==> src/rtl/operand_regfile.sv <==
// operand_regfile
//   Eight 16-bit operand registers with two combinational read ports, one
//   write port with write-through bypass, a 4-bit {S,Z,C,V} flag register and
//   a condition evaluator. After reset, an INIT phase clears every register
//   (one per cycle) before normal RUN operation is allowed.
//
// Ports
//   CLK        in   rising-edge clock
//   RST        in   synchronous, active-high reset
//   RA_ADDR    in   [2:0]  read port A index
//   RB_ADDR    in   [2:0]  read port B index
//   IMM_SEL    in   1 = DATA_B takes IMM
//   IMM        in   [15:0] immediate operand
//   WE         in   register write enable
//   W_ADDR     in   [2:0]  write index
//   W_DATA     in   [15:0] write data
//   FLAG_WE    in   flag register load enable
//   FLAG_IN    in   [3:0]  {S,Z,C,V}
//   COND       in   [2:0]  condition selector
//   DATA_A     out  [15:0] operand A
//   DATA_B     out  [15:0] operand B
//   FLAG_Q     out  [3:0]  registered flags {S,Z,C,V}
//   COND_TRUE  out  condition result
//   BUSY       out  high while the clear sequence runs (registered)
module operand_regfile (
  input  logic        CLK,
  input  logic        RST,
  input  logic [2:0]  RA_ADDR,
  input  logic [2:0]  RB_ADDR,
  input  logic        IMM_SEL,
  input  logic [15:0] IMM,
  input  logic        WE,
  input  logic [2:0]  W_ADDR,
  input  logic [15:0] W_DATA,
  input  logic        FLAG_WE,
  input  logic [3:0]  FLAG_IN,
  input  logic [2:0]  COND,
  output logic [15:0] DATA_A,
  output logic [15:0] DATA_B,
  output logic [3:0]  FLAG_Q,
  output logic        COND_TRUE,
  output logic        BUSY
);

  typedef enum logic {
    INIT = 1'b0,
    RUN  = 1'b1
  } state_t;

  state_t      state_q, state_d;
  logic [2:0]  clr_ptr_q, clr_ptr_d;
  logic        busy_q, busy_d;
  logic [3:0]  flag_q, flag_d;
  logic [15:0] regs_q [8];

  logic        run;
  logic        wr_en;
  logic [2:0]  wr_addr;
  logic [15:0] wr_data;
  logic        byp_a, byp_b;
  logic [15:0] rd_a, rd_b;
  logic        s_f, z_f, c_f, v_f;
  logic        cond_raw;

  // RST gates the outputs combinationally so a reset arriving in RUN
  // immediately hides operands and discards a same-cycle write.
  assign run = (state_q == RUN) && !RST;

  // Next-state logic for the INIT/RUN sequencer
  always_comb begin
    state_d   = state_q;
    clr_ptr_d = clr_ptr_q;
    case (state_q)
      INIT: begin
        clr_ptr_d = clr_ptr_q + 3'd1;
        if (clr_ptr_q == 3'd7) begin
          state_d = RUN;
        end
      end
      default: begin
        state_d = RUN;
      end
    endcase
    busy_d = (state_d == INIT);
  end

  always_ff @(posedge CLK) begin
    if (RST) begin
      state_q   <= INIT;
      clr_ptr_q <= 3'd0;
      busy_q    <= 1'b1;
    end else begin
      state_q   <= state_d;
      clr_ptr_q <= clr_ptr_d;
      busy_q    <= busy_d;
    end
  end

  // Write port is shared between the clear sequencer and the ALU result
  always_comb begin
    wr_en   = 1'b0;
    wr_addr = W_ADDR;
    wr_data = W_DATA;
    if (!RST) begin
      if (state_q == INIT) begin
        wr_en   = 1'b1;
        wr_addr = clr_ptr_q;
        wr_data = 16'h0000;
      end else begin
        wr_en   = WE;
      end
    end
  end

  // Register storage has no reset; the INIT sweep defines its contents
  always_ff @(posedge CLK) begin
    if (wr_en) begin
      regs_q[wr_addr] <= wr_data;
    end
  end

  always_comb begin
    flag_d = flag_q;
    if (run && FLAG_WE) begin
      flag_d = FLAG_IN;
    end
  end

  always_ff @(posedge CLK) begin
    if (RST) begin
      flag_q <= 4'b0000;
    end else begin
      flag_q <= flag_d;
    end
  end

  // Read ports with write-through bypass
  assign byp_a = run && WE && (W_ADDR == RA_ADDR);
  assign byp_b = run && WE && (W_ADDR == RB_ADDR);
  assign rd_a  = byp_a ? W_DATA : regs_q[RA_ADDR];
  assign rd_b  = byp_b ? W_DATA : regs_q[RB_ADDR];

  always_comb begin
    DATA_A = 16'h0000;
    DATA_B = 16'h0000;
    if (run) begin
      DATA_A = rd_a;
      DATA_B = IMM_SEL ? IMM : rd_b;
    end
  end

  // Condition evaluation from the registered flags
  assign {s_f, z_f, c_f, v_f} = flag_q;

  always_comb begin
    cond_raw = 1'b0;
    case (COND)
      3'd0: cond_raw = z_f;
      3'd1: cond_raw = !z_f;
      3'd2: cond_raw = s_f ^ v_f;
      3'd3: cond_raw = !(s_f ^ v_f);
      3'd4: cond_raw = c_f;
      3'd5: cond_raw = !c_f;
      3'd6: cond_raw = 1'b1;
      default: cond_raw = 1'b0;
    endcase
  end

  assign COND_TRUE = run && cond_raw;
  assign FLAG_Q    = flag_q;
  assign BUSY      = busy_q;

endmodule

==> config.mk <==
export PLATFORM = sky130hd
export DESIGN_NAME = operand_regfile
export DESIGN_NICKNAME = d
export VERILOG_FILES = /design/src/rtl/operand_regfile.sv
export SDC_FILE = /design/constraint.sdc
export NUM_CORES = 1
export LEC_CHECK = 0
export CORE_MARGIN = 3
export CORE_UTILIZATION = 35
export CTS_BUF_LIST = sky130_fd_sc_hd__clkbuf_2
export CTS_CLUSTER_DIAMETER = 40
export DETAILED_ROUTE_END_ITERATION = 8
export GPL_ROUTABILITY_DRIVEN = 0
export SYNTH_ARGS = -nofsm -noshare
export SYNTH_HDL_FRONTEND = slang
export SYNTH_SLANG_ARGS = --single-unit
==> constraint.sdc <==
create_clock -name CLK -period 2.9 [get_ports CLK]
set_input_delay 0.435 -clock CLK [delete_from_list [all_inputs] [get_ports CLK]]
set_output_delay 0.435 -clock CLK [all_outputs]
set_load 0.01 [all_outputs]
### Word-level counts from Yosys, hierarchy flattened

Memories as Yosys holds them, arrays and structs flattened.
Index checks and enable logic that the tools add are counted.

* flip-flop bits (word level): 9
* memory bits (writable): 128
* memories: 1
* input bits: 53

Memories
* regs_q: words 8, bits a word 16, rd ports 2, clocked after memory_dff 0, write ports 1, RTL line 54 `logic [15:0] regs_q [8];`

* reduce and logical (&&, ||, !) cells: 11
* bitwise operators: 2
* muxes and demuxes: 16
* add/subtract/negate cells: 1
* eq/ne operators: 9

Operator list (count)
* 16-bit 2-to-1 mux: 7
* 3-bit == test (second input constant): 4
* 1-bit one-hot mux with 7 select lines: 1
* 3-bit by 2-bit == test with 1-bit output (second input constant): 2
* 3-bit == test: 2
* 1-bit logical AND: 6
* 1-bit 2-to-1 mux: 6
* 3-bit 2-to-1 mux: 2
* 1-bit logical NOT: 4
* 3-bit by 1-bit adder with 3-bit output (second input constant): 1
* 3-bit by 1-bit == test with 1-bit output (second input constant): 1
* 3-bit logical NOT: 1
* 1-bit NOT: 1
* 1-bit XOR: 1

### Depth between registers and ports, before layout

* word-level depth: 7
* gate-level depth with buffers: 7

### Least setup slack after synthesis

No wires, ideal clock.

* path kind: input to register
* from: input port RST
* to: memory regs_q[2][0], enable pin
* setup slack: 0.687 ns
* data arrival time: 1.825 ns
* stages on the path: 4
* path through: nor2_1 clkbuf_1 a31oi_1 nor2_1

* cells in the longest elaborated chain, start to end: 3

RTL lines
* start, declared: RTL line 27 `input logic RST,`
* 1-bit 2-to-1 mux: RTL line 104 `if (!RST) begin`
* 1-bit 2-to-1 mux: RTL line 117 `if (wr_en) begin`
* 1-bit 2-to-1 mux (implied by the code): RTL line 118 `regs_q[wr_addr] <= wr_data;`
* end, declared: RTL line 54

Several ways; a longest one is shown, not always the timed one.

### Worst setup path after layout

* from: input port RA_ADDR[1]
* to: output port DATA_A[3]

* cells in the longest elaborated chain, start to end: 4

RTL lines
* start, declared: RTL line 28 `input logic [2:0] RA_ADDR,`
* branches (longest 2 deep; another with memory 8 x 16 bit)
* 16-bit 2-to-1 mux (*): RTL line 140 `assign rd_a = byp_a ? W_DATA : regs_q[RA_ADDR];`
* 16-bit 2-to-1 mux (*): RTL line 146 `if (run) begin`
* end, declared: RTL line 38 `output logic [15:0] DATA_A,`

Mark *: on every way between the ends.

==> impl_results.md <==
- CTS clk-pin slew, worst paths: 0.20 ns
- Hold_buf cts: 0
- Peak VDD IR: 0.222 mV
- Highest Clock Rate: 358 MHz
- Initial drt markers: 434
- Area leader, netlist: edfxtp_1
- Pwr dens: 438 mW/mm^2
- Max Slew Vio Count: 0
- Hold Crit Start: FLAG_IN[2]
- H-tree depth: 4
- GRT Overall Usage: 0.177
- Post-route cell area: 0.00891 mm^2
- Number of distinct library cells after synthesis: 36
- Largest net degree at the start of global routing: 48
- Asr flop ratio synth: 0
- Ranking of synthesized cells by area: edfxtp_1 56%, mux4_2 16%, mux2i_1 7.1%
- Layout cells sized above 1: 0.298
- Startpoint type of the worst setup path: primary input
- Leak pwr: 3.43 nW
- Crit path time final: 2.80 ns
- Die H: 146 um
- Area delta synth->final: 29.4%
- Worst-Skew Late Latency: 0.71 ns
- Fin. Hold Viols: 0
- Chip width: 146 um
- DRC viols: 0
- I/O pin count: 91
- RSZ-0062 raised after global routing: no
- Setup violators final: 0
- Pre-antenna DRT Iters: 5
- Worst setup path class: in2out
- Port Buffers: 90
- Layout Nets: 653
- Clock Tree Buf Depth: 2
- Top_reg_cell synth: edfxtp_1
- Min-Delay Endpoint: FLAG_Q[2]$_SDFFE_PP0P_
- Syn Nets: 506
- GRT Residual Overflow: 0
- Worst-Margin Slew: 0.574 ns
- Fin util: 0.469
- Critical Path Max Stage Delay: 0.51 ns
- Num CTS Buffers: 17
- Final period util: 0.964
- Root Driver: clkbuf_2
- Average size of a mapped cell: 15.3 um^2
- Worst r2r src: state_q$_SDFF_PP0_
- Via-to-Cell Ratio: 5.43
- Die Area: 0.0214 mm^2
- Crit. Startpoint: RA_ADDR[1]
- Warnings from Yosys: 0
- Status: finished, final reports clean
- Critical-path cell list: clkdlybuf4s50_1 > buf_12 > buf_4 > mux4_2 > a211oi_2 > nor3_1 > dlygate4sd2_1
- ANT nets after route: 0
- Worst endpoint required time: 2.47 ns
- Routed WL: 18.7 mm
- CTS sink count: 137
- Setup TNS: 0 ns
- DP HPWL: 13.2 mm
- Rows: 50
- Min-delay worst type: in2reg
- Reg2Reg Depth: 8
- Filler cells: 1711
- #FFs+latches synth: 137
- Top-area cell type share of the netlist area: 0.558
- Buf+Inv Stages, Crit Path: 4
- Number of global-route vias before repair: 5052
- Initial core utilization: 0.362
- DR vias: 4732
- Post-DP Area: 0.00858 mm^2
- Number of synthesized flops with an enable pin: 128
- TritonCTS clock tree: yes
- First-pass GRT wire length: 28.9 mm
- Slew Limit Headroom: 0.616
- Reg2reg setup slack: 0.97 ns
- Max cap viols: 0
- Critical Path End Type: output pin
- Synthesized area: 0.00689 mm^2
- Cell count after synthesis: 451
- WL/cell: 21.4 um
- Seq/Total Area, Yosys: 0.584
- Levels on crit path: 7
- Data arrival, critical path: 2.36 ns
- CP delay by family, top: buffers and inverters
- Max FO, Critical Path: 8
- Area of the core: 0.0190 mm^2
- Worst hold stages: 3
- Initial antenna violation count: 1
- Clock Skews: 0.0306 ns
- RR Endpoint: regs_q[3][7]$_DFFE_PP_
- Worst path slowest cell: mux4_2
## final cells by class
type / count / area (um^2) / area share
antenna: 1 / 2.50 / 0.000281
timing repair buffer: 162 / 1570 / 0.176
multi-input combinational: 276 / 2740 / 0.307
inverter: 4 / 15.0 / 0.00168
clock buffer: 18 / 90.1 / 0.0101
sequential: 137 / 4030 / 0.452
tap: 260 / 325 / 0.0365
clock inverter: 14 / 149 / 0.0167
## how the worst max path moves through the flow
| stage | to |
|---|---|
| floorplan | regs_q[2][0]$_DFFE_PP_ |
| global placement | DATA_A[4] |
| detailed placement | DATA_A[13] |
| CTS | DATA_B[9] |
| global route | DATA_A[4] |
| finish | DATA_A[3] |
## through the flow
stage | std cells | power [mW] | setup slack, ns | hold slack (ns)
finish | 872 | 3.90 | 0.103 | 0.284
global placement | 835 | 2.81 | -0.316 | 0.464
CTS | 868 | 3.94 | -0.255 | 0.205
global route | 872 | 4.09 | 0.000186 | 0.220
detailed placement | 835 | 2.82 | -0.266 | 0.474
floorplan | 451 | 2.57 | 0.687 | 0.489
## where the power goes
| group | switching (mW) | internal (mW) | total [mW] |
|---|---|---|---|
| Sequential | 0.0270 | 2.22 | 2.25 |
| Clock | 0.715 | 0.404 | 1.12 |
| Combinational | 0.256 | 0.277 | 0.533 |
| Total | 0.999 | 2.90 | 3.90 |
## logic make-up (layout without fill, tap and decap cells)
group                      after synthesis  in the layout  share of synthesized area
DFF                                    137            137                      0.584
muxes                                   99             99                      0.233
and+or+nand+nor                         91             91                     0.0674
AOI/OAI and AO/OA                       75             75                     0.0710
buffers and inverters                   38            198                     0.0291
xor gates and xnor gates                 9              9                     0.0114
adders and majority gates                2              2                    0.00363
other                                    0              1                          0
## what timing repair did
| item | 4_1_cts | 5_1_grt |
|---|---|---|
| buffers inserted | 1 | 2 |
| gates resized for setup | 28 | 47 |
| hold endpoints to repair | 0 | 0 |
| cloned | 0 | 1 |
| pin swaps | 1 | 1 |
| endpoints found under the setup margin | 32 | 27 |
## placed cells by master, fill, tap and decap left out, drive strengths merged, types with 17 or more instances in the layout
cell	count
nor2	33
clkbuf	28
clkdlybuf4s50	55
buf	73
dlymetal6s2s	17
mux4	49
o22ai	17
edfxtp	128
mux2i	49
## per-layer routing
metal  wire [um]  track usage  up-vias
met2        9300        0.294      155
li1            -            -     2125
met3         945       0.0385       26
met1        8090        0.232     2426
met4         339       0.0630        0
met5           0            0        -
## worst register-to-register path, cell delays in order (launching register included)
cell and delay [ns]:
dfxtp_4 0.40, buf_4 0.11, buf_4 0.12, nor2_2 0.04, buf_4 0.19, nor3b_1 0.22, a31oi_1 0.09, nor2_1 0.16
buf_4 0.29
## flip-flops by register name, summed over array words and instances, names as in the netlist
signal	cells
BUSY	1
regs_q	128
state_q	1
FLAG_Q	4
clr_ptr_q	3
## synthesized netlist by cell type (4+ instances only)
master and instances:
edfxtp_1 128, mux2i_1 49, mux4_2 49, nor2_1 33
o22ai_1 17, a211oi_1 16, a22oi_1 16, nor2b_1 16
nor3_1 16, buf_2 13, clkbuf_1 11, o21ai_1 10
dfxtp_1 9, nand2_1 7, o21ai_0 6, buf_6 5
nand2b_1 5, nand3_1 5, xor2_1 5, a21oi_1 4
a31oi_1 4, buf_1 4, inv_1 4, xnor2_1 4
(Power assumes the default switching activity.)
